**config.mk**
```make
export PLATFORM = sky130hd
export DESIGN_NAME = cpu_core
export DESIGN_NICKNAME = d
export VERILOG_FILES = /design/src/rtl/cpu_core.sv
export SDC_FILE = /design/constraint.sdc
export NUM_CORES = 1
export LEC_CHECK = 0
export ABC_CLOCK_PERIOD_IN_PS = 6500
export BUFFER_PORTS_ARGS = -buffer_cell sky130_fd_sc_hd__buf_2
export CAP_MARGIN = 10
export CELL_PAD_IN_SITES_DETAIL_PLACEMENT = 1
export CELL_PAD_IN_SITES_GLOBAL_PLACEMENT = 2
export CORE_ASPECT_RATIO = 0.9
export CORE_MARGIN = 4
export CORE_UTILIZATION = 38
export CTS_BUF_LIST = sky130_fd_sc_hd__clkbuf_8
export DETAILED_ROUTE_END_ITERATION = 6
export HOLD_SLACK_MARGIN = 0.15
export PLACE_DENSITY = 0.9
export SLEW_MARGIN = 0
export SYNTH_ARGS = -nofsm -noshare
export SYNTH_HDL_FRONTEND = slang
export SYNTH_SLANG_ARGS = --single-unit
```
**constraint.sdc**
```tcl
create_clock -name clk -period 6.5 [get_ports clk]
set_input_delay 0.325 -clock clk [delete_from_list [all_inputs] [get_ports clk]]
set_output_delay 0.325 -clock clk [all_outputs]
set_load 0.01 [all_outputs]
```
**src/rtl/cpu_core.sv**
```systemverilog
// Two-phase 8-bit accumulator CPU: FETCH presents pc on adr, EXEC commits the fetched instruction.
// Optional DEBUG_MODE_EN exposes r0..r7 on debug_regs.
module cpu_core (
  input  logic              clk,
  input  logic              reset,
  input  logic [3:0]        btn,
  input  logic [23:0]       counter,
  input  logic [7:0]        dout,
  output logic [3:0]        adr,
  output logic [3:0]        led,
  output logic [7:0]        col,
  output logic [7:0]        row
`ifdef DEBUG_MODE_EN
  ,
  output logic [7:0][7:0]   debug_regs
`endif
);

  typedef enum logic {FETCH, EXEC} phase_t;

  typedef struct packed {
    logic [3:0] op;
    logic [3:0] n;
  } inst_t;

  phase_t          phase, phase_nxt;
  logic [3:0]      pc, pc_nxt;
  logic [7:0][7:0] regs, regs_nxt;
  logic            c_flag, c_nxt;
  logic            z_flag, z_nxt;

  inst_t           inst;
  logic [2:0]      rx;
  logic [7:0]      imm;
  logic [7:0]      add_a, add_b;
  logic [8:0]      sum;
  logic            unused_counter;

  assign inst = inst_t'(dout);
  assign rx   = inst.n[2:0];
  assign imm  = {4'b0, inst.n};

  // One adder serves ADD A,n / ADD B,n / ADD A,Rx
  assign add_a = (inst.op == 4'h5) ? regs[1] : regs[0];
  assign add_b = (inst.op == 4'hA) ? regs[rx] : imm;
  assign sum   = {1'b0, add_a} + {1'b0, add_b};

  assign unused_counter = ^counter[15:0];

  always_ff @(posedge clk) begin
    if (reset) begin
      phase  <= FETCH;
      pc     <= '0;
      regs   <= '0;
      c_flag <= 1'b0;
      z_flag <= 1'b0;
    end else begin
      phase  <= phase_nxt;
      pc     <= pc_nxt;
      regs   <= regs_nxt;
      c_flag <= c_nxt;
      z_flag <= z_nxt;
    end
  end

  always_comb begin
    phase_nxt = phase;
    pc_nxt    = pc;
    regs_nxt  = regs;
    c_nxt     = c_flag;
    z_nxt     = z_flag;
    case (phase)
      FETCH: phase_nxt = EXEC;
      EXEC: begin
        phase_nxt = FETCH;
        pc_nxt    = pc + 4'd1;
        case (inst.op)
          4'h0: begin regs_nxt[0] = sum[7:0]; c_nxt = sum[8]; z_nxt = (sum[7:0] == 8'd0); end
          4'h1: regs_nxt[0] = regs[1];
          4'h2: regs_nxt[0] = {4'b0, btn};
          4'h3: regs_nxt[0] = imm;
          4'h4: regs_nxt[1] = regs[0];
          4'h5: begin regs_nxt[1] = sum[7:0]; c_nxt = sum[8]; z_nxt = (sum[7:0] == 8'd0); end
          4'h6: regs_nxt[1] = {4'b0, btn};
          4'h7: regs_nxt[1] = imm;
          4'h8: regs_nxt[rx] = regs[0];
          4'h9: regs_nxt[0] = regs[rx];
          4'hA: begin regs_nxt[0] = sum[7:0]; c_nxt = sum[8]; z_nxt = (sum[7:0] == 8'd0); end
          4'hB: regs_nxt[6] = imm;
          4'hC: regs_nxt[0] = counter[23:16];
          4'hD: if (!c_flag) pc_nxt = inst.n;
          4'hE: if (z_flag)  pc_nxt = inst.n;
          4'hF: pc_nxt = inst.n;
          default: ;
        endcase
      end
      default: phase_nxt = FETCH;
    endcase
  end

  assign adr = pc;
  assign led = regs[6][3:0];
  assign col = regs[4];
  assign row = regs[5];

`ifdef DEBUG_MODE_EN
  assign debug_regs = regs;
`endif

endmodule

```
* Yosys cells after proc, flatten, opt, wreduce, memory -nomap -nowiden
Index checks and enable logic that the tools add are counted.
** Word-level totals
- Bits in latches :: 0
- Memories :: 0
- Bits in read-only memories :: 0
- Memory bits (writable) :: 0
- Register bits after elaboration :: 71
- Word-level logic and storage cells :: 59
- Bits of input ports :: 38
** Operators by class
- Multiplexer cells :: 14
- Multipliers :: 0
- Add/sub/neg operators :: 2
- Bitwise operators :: 1
- Equality and inequality tests :: 15
- Shift operators :: 0
- Order comparisons :: 2
- Reductions and logical operators :: 13
- Div/mod/pow operators :: 0
** Operator list (count)
- 64-bit bitwise mux :: 1
- 8-bit one-hot mux with 7 select lines :: 1
- 8-bit one-hot mux with 5 select lines :: 1
- 4-bit == test (second input constant) :: 8
- 8-bit 2-to-1 mux :: 4
- 8-bit binary-select mux with 3-bit select :: 1
- 8-bit demux with 3-bit select :: 1
- 4-bit by 3-bit == test with 1-bit output (second input constant) :: 4
- 8-bit one-hot mux with 2 select lines :: 1
- 4-bit one-hot mux with 3 select lines :: 1
- 2-bit AND reduction :: 5
- 8-bit by 8-bit adder with 9-bit output :: 1
- 4-bit by 2-bit == test with 1-bit output (second input constant) :: 2
- 8-bit zero test :: 1
- 4-bit 2-to-1 mux :: 2
- 7-bit nonzero test :: 1
- 5-bit nonzero test :: 1
- 4-bit by 1-bit adder with 4-bit output (second input constant) :: 1
- 4-bit by 1-bit == test with 1-bit output (second input constant) :: 1
- 4-bit zero test :: 1
- 3-bit by 4-bit < comparator with 1-bit output (second input constant) :: 1
- 3-bit by 1-bit greater-or-equal comparator with 1-bit output (second input constant) :: 1
- 3-bit OR reduction :: 1
- 1-bit one-hot mux with 2 select lines :: 1
- other kinds (4) :: 4

* Logic depth before layout (Yosys ltp)
Gate-level depths: netlist of run 1.
- Depth after elaboration :: 6
- Mapped depth :: 14

* Worst setup path after synthesis of run 1
No wires, ideal clock.
- Path kind :: input-to-reg
- Start :: input port dout[0]
- End :: register z_flag
- Setup time :: 69 ps
- Arrival time :: 3411 ps
- Stages :: 14
- Setup slack :: 3020 ps
- Cells stage by stage :: buf_2 buf_2 mux2_2 a22oi_1 nor2_1 a221oi_1 o21ai_0 ha_1 fa_1 a21o_1 a221oi_2 xnor2_1 or4b_1 o21ai_1
** On the way
- Cells in the longest elaborated chain, start to end :: 5
** RTL lines
- start: declaration :: line 8 : input logic [7:0] dout,
- 8-bit binary-select mux with 3-bit select :: line 45 : assign add_b = (inst.op == 4'hA) ? regs[rx] : imm;
- 8-bit 2-to-1 mux (implied by the code) :: line 45
- 8-bit 2-to-1 mux * :: line 45
- 8-bit by 8-bit adder with 9-bit output * :: line 46 : assign sum = {1'b0, add_a} + {1'b0, add_b};
- 8-bit zero test * :: line 78, 83, 88
- end signal: assignment :: line 62 : z_flag <= z_nxt;
- end: declaration :: line 30 : logic z_flag, z_nxt;
Every way passes the cells marked *; elsewhere a longest branch is shown, timed or not. The select of a mux whose other input is x is not followed.
A chain may end at the register's enable or synchronous reset.

* Final worst setup path of run 1
- Start :: input port dout[6]
- End :: register z_flag
** On the way
- Cells in the longest elaborated chain, start to end :: 4
- Elaborated cells between the ends (all ways) :: 9
- Classes of those cells :: 1 x add/sub; 2 x eq/ne; 2 x mux; 4 x reduce/logical
** RTL lines (line)
- 4-bit by 3-bit == test with 1-bit output / 4-bit == test (equally long branches) :: 44, 77, 45
- 8-bit 2-to-1 mux (on tied branches) :: 44, 45
- 8-bit by 8-bit adder with 9-bit output :: 46
- 8-bit zero test :: 78, 83, 88
Several ways; a longest one is shown, not always the timed one.

==> results of run 1 <==
## power by group through the flow
stage	Sequential (uW)	Clock [uW]	Combinational (uW)
2_1_floorplan	459	0	125
3_3_place_gp	470	0	160
6_report	461	452	168
5_1_grt	462	479	183
3_5_place_dp	471	0	165
4_1_cts	460	461	166
## metal layers
metal | GRT usage | vias up | wire length [um]
li1 | - | 2231 | -
met5 | 0 | - | 0
met3 | 0.0332 | 28 | 671
met4 | 0.0707 | 0 | 392
met1 | 0.297 | 2347 | 7440
met2 | 0.378 | 118 | 7960
## cell families (layout without fill, tap and decap cells)
family	after synthesis	after routing	synth area share
AOI/OAI and AO/OA	177	177	0.240
xor gates and xnor gates	3	3	0.00533
adders and majority gates	10	10	0.0269
buffers and inverters	83	80	0.0847
DFF	71	71	0.288
muxes	70	70	0.149
and+or+nand+nor	203	203	0.206
## registers in the layout (all words and copies together) (netlist names)
name    flops
row         8
led         4
adr         4
regs       44
c_flag      1
phase       1
z_flag      1
col         8
## final cells by class
| type | instances | area [um^2] |
|---|---|---|
| fillers | 1546 | 7400 |
| multi-input cells | 463 | 3100 |
| flip-flops and latches | 71 | 1420 |
| repair buffers | 49 | 255 |
| well taps | 164 | 205 |
| clock buffers | 10 | 138 |
| clock inverters | 6 | 115 |
| inverters | 15 | 56.3 |
## placed cells by master (no fill, tap or decap), types with 6 or more instances in the layout
cell type | Yosys | routed
nand2_1 | 53 | 53
o22ai_1 | 8 | 8
and3_1 | 9 | 9
nor2_1 | 70 | 70
o221ai_1 | 8 | 8
ha_1 | 9 | 9
a32oi_1 | 6 | 6
nand2b_1 | 11 | 11
a221oi_1 | 12 | 12
inv_1 | 15 | 15
nor2b_1 | 9 | 9
dfxtp_1 | 71 | 71
nor3_1 | 9 | 9
mux2i_1 | 60 | 60
o21ai_0 | 46 | 46
a21oi_1 | 39 | 39
buf_2 | 12 | 45
nand3_1 | 14 | 14
mux2_2 | 8 | 8
clkbuf_8 | 0 | 10
## stage by stage
stage	utilization	hold WS [ns]
after floorplan	-	0.437
after global placement	0.397	0.451
after detailed placement	0.397	0.455
after CTS	0.417	0.366
after global routing	0.417	0.404
final	0.417	0.383
## how the worst max path moves through the flow
stage	end	slack (ns)
2_1_floorplan	z_flag	3.02
3_3_place_gp	z_flag	2.30
3_5_place_dp	z_flag	2.22
4_1_cts	z_flag	2.55
5_1_grt	z_flag	2.24
6_report	z_flag	2.44
## critical path: stages
cell	delay, ns
buf_2	0.35
nand2b_1	0.31
nor2_1	0.96
o21ai_0	0.28
ha_1	0.31
fa_1	0.41
a21o_1	0.22
a221oi_2	0.32
xnor2_1	0.17
or4b_1	0.56
o21ai_1	0.12
==> summary.md, run 1 <==
| Metric | Value |
|---|---|
| Outcome | `finished clean` |
| Initial antenna violation count | `0` |
| Sequential fraction of the synthesis area | `0.288` |
| Sequential power share | `0.426` |
| Max-cap violations | `0` |
| WL per Instance | `between 20 and 25 um` |
| RSZ-0062 raised after global routing | `no` |
| Placed Area | `approximately 5000 um^2` |
| Share of layout cells above drive strength 1 | `0.145` |
| Total track usage | `0.224` |
| Gpl congestion | `0.878` |
| Bufs on Longest Clock Path | `2` |
| Commonest cells in the netlist | `dfxtp_1, nor2_1, mux2i_1` |
| Initial DRC count | `approximately 390` |
| Yosys warning count | `0` |
| Worst hold path depth | `3` |
| Cell Pwr Density | `~200 nW/um^2` |
| Top area cells in the synthesized netlist | `dfxtp_1, mux2i_1, nor2_1` |
| Crit path max fanout | `23` |
| HP Start | `dout[3]` |
| Worst setup path startpoint | `dout[6]` |
| Power after layout | `~1100 uW` |
| Detailed Routing Iterations Pass 1 | `5` |
| Clock Sinks | `slightly above 70` |
| First-pass GRT wire length | `26200 um` |
| NetSw | `around 310 uW` |
| Final setup fails | `0` |
| Worst Path Arrival | `4.35 ns` |
| DRT antenna net count | `0` |
| Worst r2r src | `regs[0]` |
| Drc violations | `0` |
| Dpl cells | `~760` |
| Total number of vias | `between 4k and 5k` |
| Setup Fix Bufs, Post-CTS | `0` |
| Synth Instances | `617` |
| Setup ws final | `~2.4 ns` |
| Required time of the critical path | `around 6.8 ns` |
| Fin cells | `778` |
| Register-to-Register Setup Slack | `2.81 ns` |
| Int Power | `768 uW` |
| Sw frac | `0.289` |
| Element type at the critical path end | `register` |
| Sum Neg Setup Slack | `0 ns` |
| Post-cts sizing count | `0` |
| Clock share of power | `0.418` |
| Rel. slew slack | `0.224` |
| Cell area after layout | `between 5000 and 6000 um^2` |
| Mean Syn Cell Area | `between 7 and 8 um^2` |
| CTS Buf Count | `9` |
| Vias in the first global route | `between 4k and 5k` |
| Pin count of the biggest net entering global routing | `between 60 and 70` |
| Combinational power share | `0.155` |
| Hold Crit Class | `in2reg` |
| Root buffer selected by CTS | `clkbuf_8` |
| Synthesized Nets | `around 670` |
| Port bufs | `45` |
| H-tree Lvls | `3` |
| Hold_buf cts | `0` |
| Final nets | `~660` |
| Predominant post-synthesis flop cell | `dfxtp_1` |
| Async S/R FF share, synth | `0` |
| Synth unique cells | `between 60 and 70` |
| Die X | `~130 um` |
| Top Ports | `between 60 and 70` |
| Lkg Pwr | `between 0.002 and 0.0025 uW` |
| Clock transition at path regs | `approximately 0.080 ns` |
| Tmin final | `4.06 ns` |
| Area Growth Syn to Fin | `7.23%` |
| Area leader, netlist | `dfxtp_1` |
| Tcrit/Tclk final | `0.624` |
| Initial Util | `0.389` |
| Slew Limit Fails | `0` |
| Die ar. | `14900 um^2` |
| Setup Skew | `between 0.01 and 0.015 ns` |
| # rows | `39` |
| CTS tree | `built` |
| Die height | `116 um` |
| Top cell type's share of synthesized area | `0.288` |
| Hold Path Sink | `led[3]` |
| Worst-Skew Late Latency | `0.36 ns` |
| Register bit total from synthesis | `71` |
| DP HPWL | `11700 um` |
| Routed vias/inst | `between 6 and 7` |
| Reg2reg end | `z_flag` |
| Pre-CTS WS | `~2.2 ns` |
| Mapped Area | `~4900 um^2` |
| Final hold vios | `0` |
| Post-synth EDFFs | `0` |
| Crit Path Category | `in2reg` |
| Max Fclk | `247 MHz` |
| Peak VDD IR | `between 0.0001 and 0.00015 V` |
| Aggregate global routing overflow | `0` |
| Least-Margin Pin Slew | `1.16 ns` |
| Placeable Area | `around 13000 um^2` |
| Most frequent cell after synthesis | `dfxtp_1` |
| ANT cells | `0` |
| Post-Route WL | `around 16000 um` |
| Worst Setup Start Kind | `input pin` |
| R2R depth | `12` |
No activity file was read; power rests on OpenSTA's default activity.
==> run 2: changes to the inputs <==
- ABC_CLOCK_PERIOD_IN_PS: 6500 -> 3900
- CORE_UTILIZATION: 38 -> 36
- PLACE_DENSITY: 0.9 -> 0.86
- clock period: 6.5 -> 3.9 ns (I/O delays scaled with it)
==> summary.md, run 2 (synthesized netlist as in run 1, its figures left out) <==
| Metric | Value |
|---|---|
| Final core occ | `0.404` |
| Lkg Pwr | `about 0.0021 uW` |
| Initial Util | `0.369` |
| Least-Margin Pin Slew | `between 0.9 and 1 ns` |
| First-pass GRT wire length | `27000 um` |
| Worst-Skew Late Latency | `0.36 ns` |
| Post-Route WL | `approximately 17000 um` |
| Hold Crit Class | `in2reg` |
| Aggregate global routing overflow | `0` |
| Total number of vias | `4805` |
| Initial antenna violation count | `0` |
| Peak VDD IR | `0.000129 V` |
| Drc violations | `0` |
| Die X | `between 100 and 150 um` |
| Max-cap violations | `0` |
| Top Ports | `between 60 and 70` |
| Placeable Area | `roughly 13000 um^2` |
| Tcrit/Tclk final | `0.881` |
| Final setup fails | `0` |
| # rows | `40` |
| Worst Setup Start Kind | `register` |
| Clock transition at path regs | `around 0.090 ns` |
| DRT antenna net count | `0` |
| CTS Buf Count | `9` |
| Hold_buf cts | `0` |
| WL per Instance | `21.1 um` |
| Total track usage | `0.215` |
| Setup Fix Bufs, Post-CTS | `0` |
| Crit path max fanout | `5` |
| Root buffer selected by CTS | `clkbuf_8` |
| Gpl congestion | `roughly 0.90` |
| Pin count of the biggest net entering global routing | `54` |
| Max Fclk | `291 MHz` |
| Required time of the critical path | `about 4.2 ns` |
| Setup Skew | `0.0115 ns` |
| Element type at the critical path end | `register` |
| Die ar. | `15600 um^2` |
| ANT cells | `0` |
| Worst Path Arrival | `3.73 ns` |
| Register-to-Register Setup Slack | `approximately 0.46 ns` |
| RSZ-0062 raised after global routing | `no` |
| Detailed Routing Iterations Pass 1 | `6` |
| Final nets | `about 680` |
| Port bufs | `45` |
| Biggest register | `regs` |
| H-tree Lvls | `3` |
| CTS tree | `built` |
| Max reg flops | `44` |
| Outcome | `finished clean` |
| Tmin final | `approximately 3.4 ns` |
| Cell Pwr Density | `just over 300 nW/um^2` |
| Sum Neg Setup Slack | `0 ns` |
| Slew Limit Fails | `0` |
| Area Growth Syn to Fin | `9.36%` |
| Initial DRC count | `between 300 and 400` |
| Bufs on Longest Clock Path | `2` |
| Final hold vios | `0` |
| Die height | `~120 um` |
| Clock Sinks | `around 70` |
| Routed vias/inst | `~6.0` |
| Post-cts sizing count | `0` |
| Rel. slew slack | `0.390` |
| Vias in the first global route | `~4.9k` |
| Crit Path Category | `reg2reg` |
| DP HPWL | `approximately 13000 um` |
| Share of layout cells above drive strength 1 | `0.171` |
| Most frequent cells in the layout | `dfxtp_1, nor2_1, mux2i_1, nand2_1, o21ai_0` |
| Most common cell after layout, fill and taps aside | `dfxtp_1` |
==> run 2: cell types whose count changed in the layout (fill, tap and decap cells not counted), sizes merged <==
cell,before,now
bufinv,3,1
clkbuf,10,9
buf,49,68
clkinv,0,2
clkinvlp,1,4
inv,17,15
==> run 2: worst max-delay path, stage by stage (launching register included) <==
cell      delay [ns]
dfxtp_1         0.37
mux2_2          0.28
a22oi_1         0.14
nor2_1          0.06
a221oi_1        0.33
o21ai_0         0.14
ha_1            0.23
fa_1            0.40
a21o_1          0.22
a221oi_2        0.34
xnor2_1         0.17
or4b_1          0.56
o21ai_1         0.13
==> run 2: where the power goes <==
group	switching, uW	total, uW	internal (uW)
Clock	309	603	295
Combinational	198	307	109
Sequential	21.2	759	738
Total	528	1670	1140
==> run 2: metrics by stage <==
| step | std cells | power, uW | setup slack (ns) | instance area, um^2 | hold WS (ns) |
|---|---|---|---|---|---|
| floorplan | 617 | 973 | 0.550 | 4930 | 0.391 |
| global placement | 785 | 1070 | 0.358 | 5190 | 0.458 |
| detailed placement | 785 | 1080 | 0.285 | 5190 | 0.463 |
| CTS | 801 | 1670 | 0.480 | 5390 | 0.154 |
| global route | 801 | 1740 | 0.314 | 5390 | 0.178 |
| finish | 801 | 1670 | 0.464 | 5390 | 0.164 |
==> run 2: final timing paths <==
check | from | endpoint | cells after the start
worst max-delay path | regs[8] | z_flag | 12
worst min-delay path | reset | phase | 2
worst max register to register | regs[8] | z_flag | 12
worst min register to register | z_flag | z_flag | 2
==> run 2: routing by layer <==
metal	up-vias	part of all wire	track usage
met3	38	0.049	0.0359
li1	2263	-	-
met5	-	0	0
met2	146	0.46	0.343
met4	0	0.029	0.0801
met1	2358	0.46	0.292
==> run 2: area by class of cell <==
type | instances | area (um^2)
clock buffer | 9 | 124
clock inverter | 7 | 73.8
fill | 1634 | 7970
inverter | 15 | 56.3
multi-input combinational | 463 | 3100
sequential | 71 | 1420
tap | 168 | 210
timing repair buffer | 68 | 410
